`src/rtl/issue_queue_if.sv`:
```
// rtl/issue_queue_if.sv - dispatch-in / issue-out handshake bundle for issue_queue
//
// Signals:
//   instr, input_valid, input_ready     : dispatch side (rename -> queue)
//   instr_out, output_valid, output_ready : issue side (queue -> functional unit)
// Modports:
//   slave  : the queue itself
//   master : the environment driving dispatch and consuming issue
interface issue_queue_if #(
    parameter int INST_WIDTH = 47
) ();
    logic [INST_WIDTH-1:0] instr;
    logic                  input_valid;
    logic                  input_ready;
    logic [INST_WIDTH-1:0] instr_out;
    logic                  output_valid;
    logic                  output_ready;

    modport slave (
        input  instr,
        input  input_valid,
        output input_ready,
        output instr_out,
        output output_valid,
        input  output_ready
    );

    modport master (
        output instr,
        output input_valid,
        input  input_ready,
        input  instr_out,
        input  output_valid,
        output output_ready
    );
endinterface

```
`src/rtl/issue_queue.sv`:
```
// rtl/issue_queue.sv - compacting issue queue with tag-broadcast wakeup
//
// Holds up to DEPTH renamed instructions, entry 0 oldest. Source ready bits are
// woken combinationally from done_flags and written back every edge (sticky).
// One instruction issues per cycle: oldest fully-ready entry (IN_ORDER=0) or
// the head only (IN_ORDER=1). Issued entries are squeezed out by shifting the
// younger entries down one slot.
//
// Ports:
//   clk         clock, all state on rising edge
//   rst         synchronous reset, active low
//   flush       synchronous clear of all entries; suppresses enqueue/issue
//   done_flags  bit t set: tag t result available this cycle
//   bus         issue_queue_if.slave: instr/input_valid/input_ready in,
//               instr_out/output_valid/output_ready out
//   count       number of occupied entries
module issue_queue #(
    parameter int INST_WIDTH = 47,
    parameter int DEPTH      = 4,
    parameter int NUM_SRC    = 4,
    parameter int TAG_W      = 5,
    parameter int TAG_LSB    = 13,
    parameter int RDY_LSB    = 9,
    parameter int NUM_TAGS   = 10,
    parameter bit IN_ORDER   = 1'b0,
    parameter int CNT_W      = $clog2(DEPTH + 1)
) (
    input  logic                 clk,
    input  logic                 rst,
    input  logic                 flush,
    input  logic [NUM_TAGS-1:0]  done_flags,
    issue_queue_if.slave         bus,
    output logic [CNT_W-1:0]     count
);

    localparam logic [CNT_W-1:0] DEPTH_C = CNT_W'(DEPTH);

    logic [INST_WIDTH-1:0] entries_q [DEPTH];
    logic [INST_WIDTH-1:0] entries_d [DEPTH];
    logic [CNT_W-1:0]      count_q;
    logic [CNT_W-1:0]      count_d;

    logic [INST_WIDTH-1:0] eff [DEPTH];
    logic [DEPTH-1:0]      rdy;
    logic [INST_WIDTH-1:0] new_word;
    logic                  active;
    logic                  sel_found;
    int                    sel_idx;
    int                    base;
    logic                  out_valid;
    logic                  in_rdy;
    logic                  iss;
    logic                  enq;

    // Set each source's ready bit when its tag is broadcast this cycle.
    // Tags at or beyond NUM_TAGS have no done_flags bit and never match.
    function automatic logic [INST_WIDTH-1:0] wake(
        input logic [INST_WIDTH-1:0] w,
        input logic [NUM_TAGS-1:0]   df
    );
        logic [INST_WIDTH-1:0] r;
        logic [TAG_W-1:0]      tag;
        r = w;
        for (int i = 0; i < NUM_SRC; i++) begin
            tag = w[TAG_LSB + TAG_W*i +: TAG_W];
            for (int t = 0; t < NUM_TAGS; t++) begin
                if ((int'(tag) == t) && df[t]) begin
                    r[RDY_LSB + i] = 1'b1;
                end
            end
        end
        return r;
    endfunction

    always_comb begin
        active    = rst & ~flush;
        sel_found = 1'b0;
        sel_idx   = 0;

        for (int j = 0; j < DEPTH; j++) begin
            eff[j] = wake(entries_q[j], done_flags);
            rdy[j] = (j < int'(count_q)) && (&eff[j][RDY_LSB +: NUM_SRC]);
        end

        if (IN_ORDER) begin
            sel_found = rdy[0];
        end else begin
            // Walk from youngest to oldest so the last hit is the oldest ready.
            for (int j = DEPTH - 1; j >= 0; j--) begin
                if (rdy[j]) begin
                    sel_found = 1'b1;
                    sel_idx   = j;
                end
            end
        end

        out_valid        = active & sel_found;
        bus.output_valid = out_valid;
        bus.instr_out    = out_valid ? eff[sel_idx] : '0;
        iss              = out_valid & bus.output_ready;

        // A full queue still accepts when it is issuing this cycle.
        in_rdy          = active & ((count_q < DEPTH_C) | iss);
        bus.input_ready = in_rdy;
        enq             = bus.input_valid & in_rdy;

        new_word = wake(bus.instr, done_flags);
        base     = int'(count_q) - (iss ? 1 : 0);

        // Entries at/above the issued slot take their younger neighbour's
        // woken word; the new instruction lands just past the survivors.
        for (int j = 0; j < DEPTH; j++) begin
            if (iss && (j >= sel_idx)) begin
                entries_d[j] = (j < DEPTH - 1) ? eff[(j + 1) % DEPTH] : '0;
            end else begin
                entries_d[j] = eff[j];
            end
            if (enq && (j == base)) begin
                entries_d[j] = new_word;
            end
        end

        count_d = count_q + {{(CNT_W-1){1'b0}}, enq} - {{(CNT_W-1){1'b0}}, iss};
    end

    always_ff @(posedge clk) begin
        if (!rst) begin
            count_q <= '0;
            for (int j = 0; j < DEPTH; j++) begin
                entries_q[j] <= '0;
            end
        end else begin
            if (flush) begin
                count_q <= '0;
            end else begin
                count_q <= count_d;
            end
            for (int j = 0; j < DEPTH; j++) begin
                entries_q[j] <= entries_d[j];
            end
        end
    end

    assign count = count_q;

endmodule

```
`src/flat_wrapper.sv`:
```
// flat-port wrapper written by rule: the top's interface ports become plain ports
module issue_queue_flat 
#(
    parameter int INST_WIDTH = 47,
    parameter int DEPTH      = 4,
    parameter int NUM_SRC    = 4,
    parameter int TAG_W      = 5,
    parameter int TAG_LSB    = 13,
    parameter int RDY_LSB    = 9,
    parameter int NUM_TAGS   = 10,
    parameter bit IN_ORDER   = 1'b0,
    parameter int CNT_W      = $clog2(DEPTH + 1)
)
  (clk, rst, flush, done_flags, count, bus_instr, bus_input_valid, bus_input_ready, bus_instr_out, bus_output_valid, bus_output_ready);
  issue_queue_if #(.INST_WIDTH(INST_WIDTH)) bus_i ();
  input  logic clk;
  input  logic rst;
  input  logic flush;
  input  logic [NUM_TAGS-1:0] done_flags;
  output logic [CNT_W-1:0] count;
  input wire logic [$bits(bus_i.instr)-1:0] bus_instr;
  input wire logic [$bits(bus_i.input_valid)-1:0] bus_input_valid;
  output wire logic [$bits(bus_i.input_ready)-1:0] bus_input_ready;
  output wire logic [$bits(bus_i.instr_out)-1:0] bus_instr_out;
  output wire logic [$bits(bus_i.output_valid)-1:0] bus_output_valid;
  input wire logic [$bits(bus_i.output_ready)-1:0] bus_output_ready;
  assign bus_i.instr = bus_instr;
  assign bus_i.input_valid = bus_input_valid;
  assign bus_input_ready = bus_i.input_ready;
  assign bus_instr_out = bus_i.instr_out;
  assign bus_output_valid = bus_i.output_valid;
  assign bus_i.output_ready = bus_output_ready;
  issue_queue #(.INST_WIDTH(INST_WIDTH), .DEPTH(DEPTH), .NUM_SRC(NUM_SRC), .TAG_W(TAG_W), .TAG_LSB(TAG_LSB), .RDY_LSB(RDY_LSB), .NUM_TAGS(NUM_TAGS), .IN_ORDER(IN_ORDER), .CNT_W(CNT_W)) u_core (.clk(clk), .rst(rst), .flush(flush), .done_flags(done_flags), .bus(bus_i), .count(count));
endmodule
```
`config.mk`:
```
export PLATFORM = sky130hd
export DESIGN_NAME = issue_queue_flat
export DESIGN_NICKNAME = d
export VERILOG_FILES = /design/src/rtl/issue_queue_if.sv /design/src/rtl/issue_queue.sv /design/src/flat_wrapper.sv
export SDC_FILE = /design/constraint.sdc
export NUM_CORES = 1
export LEC_CHECK = 0
export CAP_MARGIN = 20
export CORE_ASPECT_RATIO = 1.5
export CORE_MARGIN = 4
export CORE_UTILIZATION = 53
export DETAILED_ROUTE_END_ITERATION = 8
export PLACE_DENSITY_LB_ADDON = 0.25
export SLEW_MARGIN = 10
export SYNTH_ARGS = -nofsm -noshare
export SYNTH_HDL_FRONTEND = slang
export SYNTH_SLANG_ARGS = --single-unit
```
`constraint.sdc`:
```
create_clock -name clk -period 5.8 [get_ports clk]
set_input_delay 1.74 -clock clk [delete_from_list [all_inputs] [get_ports clk]]
set_output_delay 1.74 -clock clk [all_outputs]
set_load 0.05 [all_outputs]
```
# Word-level counts from Yosys, hierarchy flattened
# Memories as Yosys holds them, arrays and structs flattened.
# Index checks and enable logic that the tools add are counted.
# totals
ff_bits	3
mem_bits_rw	188
input_bits	62
out_inout_bits	52
elab_cells	676
mem_count	1
# classes
add_sub_neg	3
magnitude_cmp	10
n_eq_ne	183
mux	227
n_bitwise	13
reduce_logical	238
# memory_table
memory	words	width	rd	rd_clocked_by_memory_dff	write_ports	line_no	rtl
u_core.entries_q	4	47	4	0	4	issue_queue.sv:38	logic [INST_WIDTH-1:0] entries_q [DEPTH];
# op_table
cell	n
$mux W47	15
$eq A5 B4 Y1 const B	80
$logic_and A1 B1 Y1	212
$mux W1	207
$eq A5 B3 Y1 const B	40
$eq A5 B5 Y1 const B	40
$eq A5 B2 Y1 const B	20
$logic_not A5 Y1	20
$bmux W47 S2	1
$eq A3 B32 Y1 const A	2
$eq A2 B32 Y1 const A	1
$ge A32 B3 Y1 const B	1
$logic_not A32 Y1	1
$not A2 Y32	1
$sub A4 B32 Y32	1
$reduce_and A4 Y1	4
$mux W2	4
$lt A1 B3 Y1 const A	2
$lt A2 B3 Y1 const A	2
$and A1 B1 Y1	5
$or A1 B1 Y1	5
$ge A1 B2 Y1 const A	2
$ge A2 B2 Y1 const A	2
$add A3 B1 Y3	1
4 further kinds	5

# Longest topological paths before layout
# An unclocked memory read counts as a cell.
# logic_depth
depth_word	27
depth_mapped	21
mapped_depth_nobuf	14

# Worst setup path before layout
# Ideal clock, no wire load.
# synth_path
path_kind	input -> output
start	input port done_flags[7]
end	output port bus_instr_out[38]
arrival_time_ns	4.669
required_ns	4.060
path_slack_ns	-0.609
cell_stages	9
n_path_buf	2
path_cell_list	clkbuf_1 > mux4_2 > and3_1 > a311o_1 > and3_1 > a22oi_2 > nand3_1 > clkbuf_1 > o22ai_1
# synth_via
elab_chain_cells	15
word_cells_on_any_way	86
classes_between	60 x mux; 2 x bitwise; 24 x reduce/logical
# synth_lines
item	line_no	rtl
start, declared	flat_wrapper.sv:19	input logic [NUM_TAGS-1:0] done_flags;
$logic_and A1 B1 Y1	issue_queue.sv:67	if ((int'(tag) == t) && df[t]) begin
$mux W1 (3 in a row)	issue_queue.sv:67	
$reduce_and A4 Y1	issue_queue.sv:82	rdy[j] = (j < int'(count_q)) && (&eff[j][RDY_LSB +: NUM_SRC]);
$logic_and A1 B1 Y1	issue_queue.sv:82	
$mux W2 (4 in a row)	issue_queue.sv:90	if (rdy[j]) begin
$not A2 Y32 (implied by the code)	issue_queue.sv:99	bus.instr_out = out_valid ? eff[sel_idx] : '0;
$bmux W47 S2	issue_queue.sv:99	
$mux W47 (implied by the code) (2 in a row)	issue_queue.sv:99	
$mux W47 *	issue_queue.sv:99	
end, declared	flat_wrapper.sv:24	output wire logic [$bits(bus_i.instr_out)-1:0] bus_instr_out;
# Mark *: on every way between the ends. The rest lies on a longest branch, timed or not. The select of a mux whose other input is x is not followed.

# Final worst setup path
# layout_path
start	input port done_flags[2]
end	output port bus_instr_out[22]
# layout_via
elab_chain_cells	20
word_cells_on_any_way	166
classes_between	140 x mux; 2 x bitwise; 24 x reduce/logical
# layout_lines
item	line_no
$logic_and A1 B1 Y1	issue_queue.sv:67
$mux W1 (8 in a row)	issue_queue.sv:67
$reduce_and A4 Y1	issue_queue.sv:82
$logic_and A1 B1 Y1	issue_queue.sv:82
$mux W2 (4 in a row)	issue_queue.sv:90
$not A2 Y32 (implied by the code)	issue_queue.sv:99
$bmux W47 S2	issue_queue.sv:99
$mux W47 (implied by the code) (2 in a row)	issue_queue.sv:99
$mux W47 *	issue_queue.sv:99
# Marked as above.

==> metrics.cfg <==
[outcome]
status=complete, but fails checks
failed_checks=setup timing

[routing]
routed_wl_mm=50.4
antenna_left=0
dr.pass1.iters=6
vias=13280
detail_route.iter0.violations=1795
wl_per_cell_um=27.5
via_per_inst=7.25
drc=0

[timing]
finClkSkew_ns=0.0138
fin_ws_ns=-0.401
relSlewSlack_pct=21.9
hold_viol=0
finalCritPeriodShare_pct=107
slew_viol_final=0
final.setup.tns_ns=-15.35
max_freq_mhz=161
worstMarginPinSlew_ns=1.17
finalCriticalPeriod_ns=6.20
finalSetupViolCount=49
rsz0062_at_grt=yes

[clock_tree]
clkTransAtPathRegs_ns=0.07
hold_buffers=0
cts_sinks=191
cts_buffers=17
htree_levels=4
cts_tree=done
clockBufferDepth=2
cts-root-buf=clkbuf_16
clk_latency_ns=0.46

[worst_setup_path]
crit_fanout=7
path_class=primary input to output pin
arrival_ns=4.46
cp-start-kind=primary input
cp-end-kind=output pin
crit_required_ns=4.06
crit_chain=buf_12, buf_12, mux4_2, a31o_1, a31oi_4, or4b_4, o211ai_1, a22oi_2, buf_6, buf_6, buf_16, mux2i_4, o22ai_4, buf_12
path_buf_inv=6
crit_slowest_cell=mux4_2
cp_common_cell=buf_12
worst_path_dominant_cell_family=buffers and inverters
slowest_delay_ns=0.46

[synthesis]
synth_simple_gate_area_share_pct=10.2
synth_cell_types=61
synth_area_um2=12700
muxShareOfSynthArea_pct=31.7
synth_flop_cell=dfxtp_1
yosys.area_share.adder_pct=0.847
synth_top_family_by_area=multiplexers
synth_xor_area_share_pct=0.0689
ys_seq_area_share_pct=30.1
postSynthAreaPerCell_um2=9.33
synth-compound-area-share_pct=19.9
ys_warn_count=0
async_flop_share_pct=0
syn_inst=1362
ys_ff_latch=191
syn-num-nets=1432
synth_edf_count=0

[global_route]
antenna_found_initial=0
grtUsageTotal_pct=37.0
grt_max_degree=95
grt_overflow=0
grt_pass1_wl_mm=76.4
grt_pass1_vias=13629

[power]
leakage_uw=0.00610
finalPower_uw=3110
max-vdd-ir-drop_v=0.000212
p_per_area_nw_per_um2=168

[floorplan]
core_um2=23700
ios=114
start_util_pct=53.7
die_h_um=198
fp.dieW_um=134
rows=69
dieArea_um2=26600

[placed_design]
place_congestion=0.958
portBuffers=113
hpwl_mm=29.0
dp_slack_ns=-0.894
dp.cells=1738

[cells_and_area]
synthToLayoutAreaGrowth_pct=45.8
instances_no_fill=1831
fin_nets=1569
fillerInstances=1409
antenna_cells=0
drive_gt1_share_pct=33.7

[job]
max_cap_viol_count=0

[worst_hold_path]
hp-class=register to register

==> sequential cells by signal, summed over array words and instances, names as in the netlist <==
register,flops
u_core.entries_q,188
u_core.count,3
==> layout by cell type, fill, tap and decap left out, drive strengths merged, types with 3 or more instances in the layout <==
cell type,instances
nor2,40
clkbuf,19
o21ai,22
bufinv,3
nand2,108
a31o,9
ha,7
nor2b,5
dfxtp,191
mux2i,304
a211oi,133
nand3b,16
nor3,9
a311o,9
and3,9
or3,3
a2111oi,44
a31oi,13
o31a,5
clkinv,3
o22ai,43
nand2b,17
clkdlybuf4s50,53
and2,4
nor4,5
a311oi,14
inv,32
o211ai,23
mux2,41
nand3,48
buf,231
mux4,23
==> cell usage after synthesis, drive strengths merged, types with 26 or more instances <==
library cell	n	area (µm²)
a2111oi	44	385
a211oi	133	1030
buf	69	438
clkbuf	100	382
dfxtp	191	3820
inv	26	97.6
mux2	41	462
mux2i	304	3040
nand2	107	402
nand3	48	240
nor2	40	153
o22ai	43	269
==> what timing repair did <==
| action | CTS | global route |
|---|---|---|
| resized for setup | 253 | 37 |
| gates cloned | 14 | 1 |
| endpoints found under the setup margin | 49 | 50 |
| pin swaps | 63 | 52 |
| buffers inserted | 44 | 9 |
==> metal layers <==
| metal | vias up | share of wire, % | global-route usage (%) |
|---|---|---|---|
| li1 | 5512 | - | - |
| met1 | 6316 | 34 | 40.9 |
| met2 | 1063 | 48 | 62.3 |
| met3 | 389 | 9.4 | 7.87 |
| met4 | 0 | 8.7 | 27.4 |
| met5 | - | 0 | 0 |
==> stage by stage <==
| stage | utilization, % | instance area, µm² | hold WS [ns] |
|---|---|---|---|
| 3_3_place_gp | 67.0 | 15800 | 0.471 |
| 3_5_place_dp | 67.0 | 15800 | 0.481 |
| 4_1_cts | 77.3 | 18300 | 0.493 |
| 5_1_grt | 78.3 | 18500 | 0.533 |
| 6_report | 78.3 | 18500 | 0.511 |
| 2_1_floorplan | - | 13400 | 0.459 |
==> kinds of logic (layout without fill, tap and decap cells) <==
group | after synthesis | count (layout)
compound gates | 329 | 329
xor+xnor | 1 | 1
fa+ha+maj | 8 | 8
buf+inv | 195 | 344
flops | 191 | 191
mux | 368 | 368
simple gates | 270 | 271
==> final timing paths <==
path | start | end | slack (ns) | depth (start not counted)
max | done_flags[2] | bus_instr_out[22] | -0.40 | 14
max reg2reg | u_core.entries_q[0][157]$_SDFFE_PN0P_ | u_core.entries_q[0][80]$_SDFFE_PN0P_ | 1.00 | 18
min reg2reg | u_core.entries_q[0][149]$_SDFFE_PN0P_ | u_core.entries_q[0][149]$_SDFFE_PN0P_ | 0.51 | 2
min | u_core.entries_q[0][149]$_SDFFE_PN0P_ | u_core.entries_q[0][149]$_SDFFE_PN0P_ | 0.51 | 2
==> power by group <==
| part | internal, µW | switching [µW] |
|---|---|---|
| sequential | 1330 | 28.8 |
| clock | 713 | 581 |
| combinational | 220 | 234 |
| total | 2270 | 844 |
==> tightest hold or removal path: stages, from the launching register on <==
cell     delay [ns]
dfxtp_1        0.33
nand3_1        0.07
mux2i_1        0.06
==> layout make-up <==
class	instances	area, µm²	area share (%)
Clock buffer	19	453	2.45
Clock inverter	13	174	0.939
Multi-Input combinational cell	977	9790	52.9
Sequential cell	191	3830	20.7
Timing Repair Buffer	286	3780	20.4
Tap cell	319	399	2.16
Inverter	26	97.6	0.527
Power figures use the tool's default switching activity.
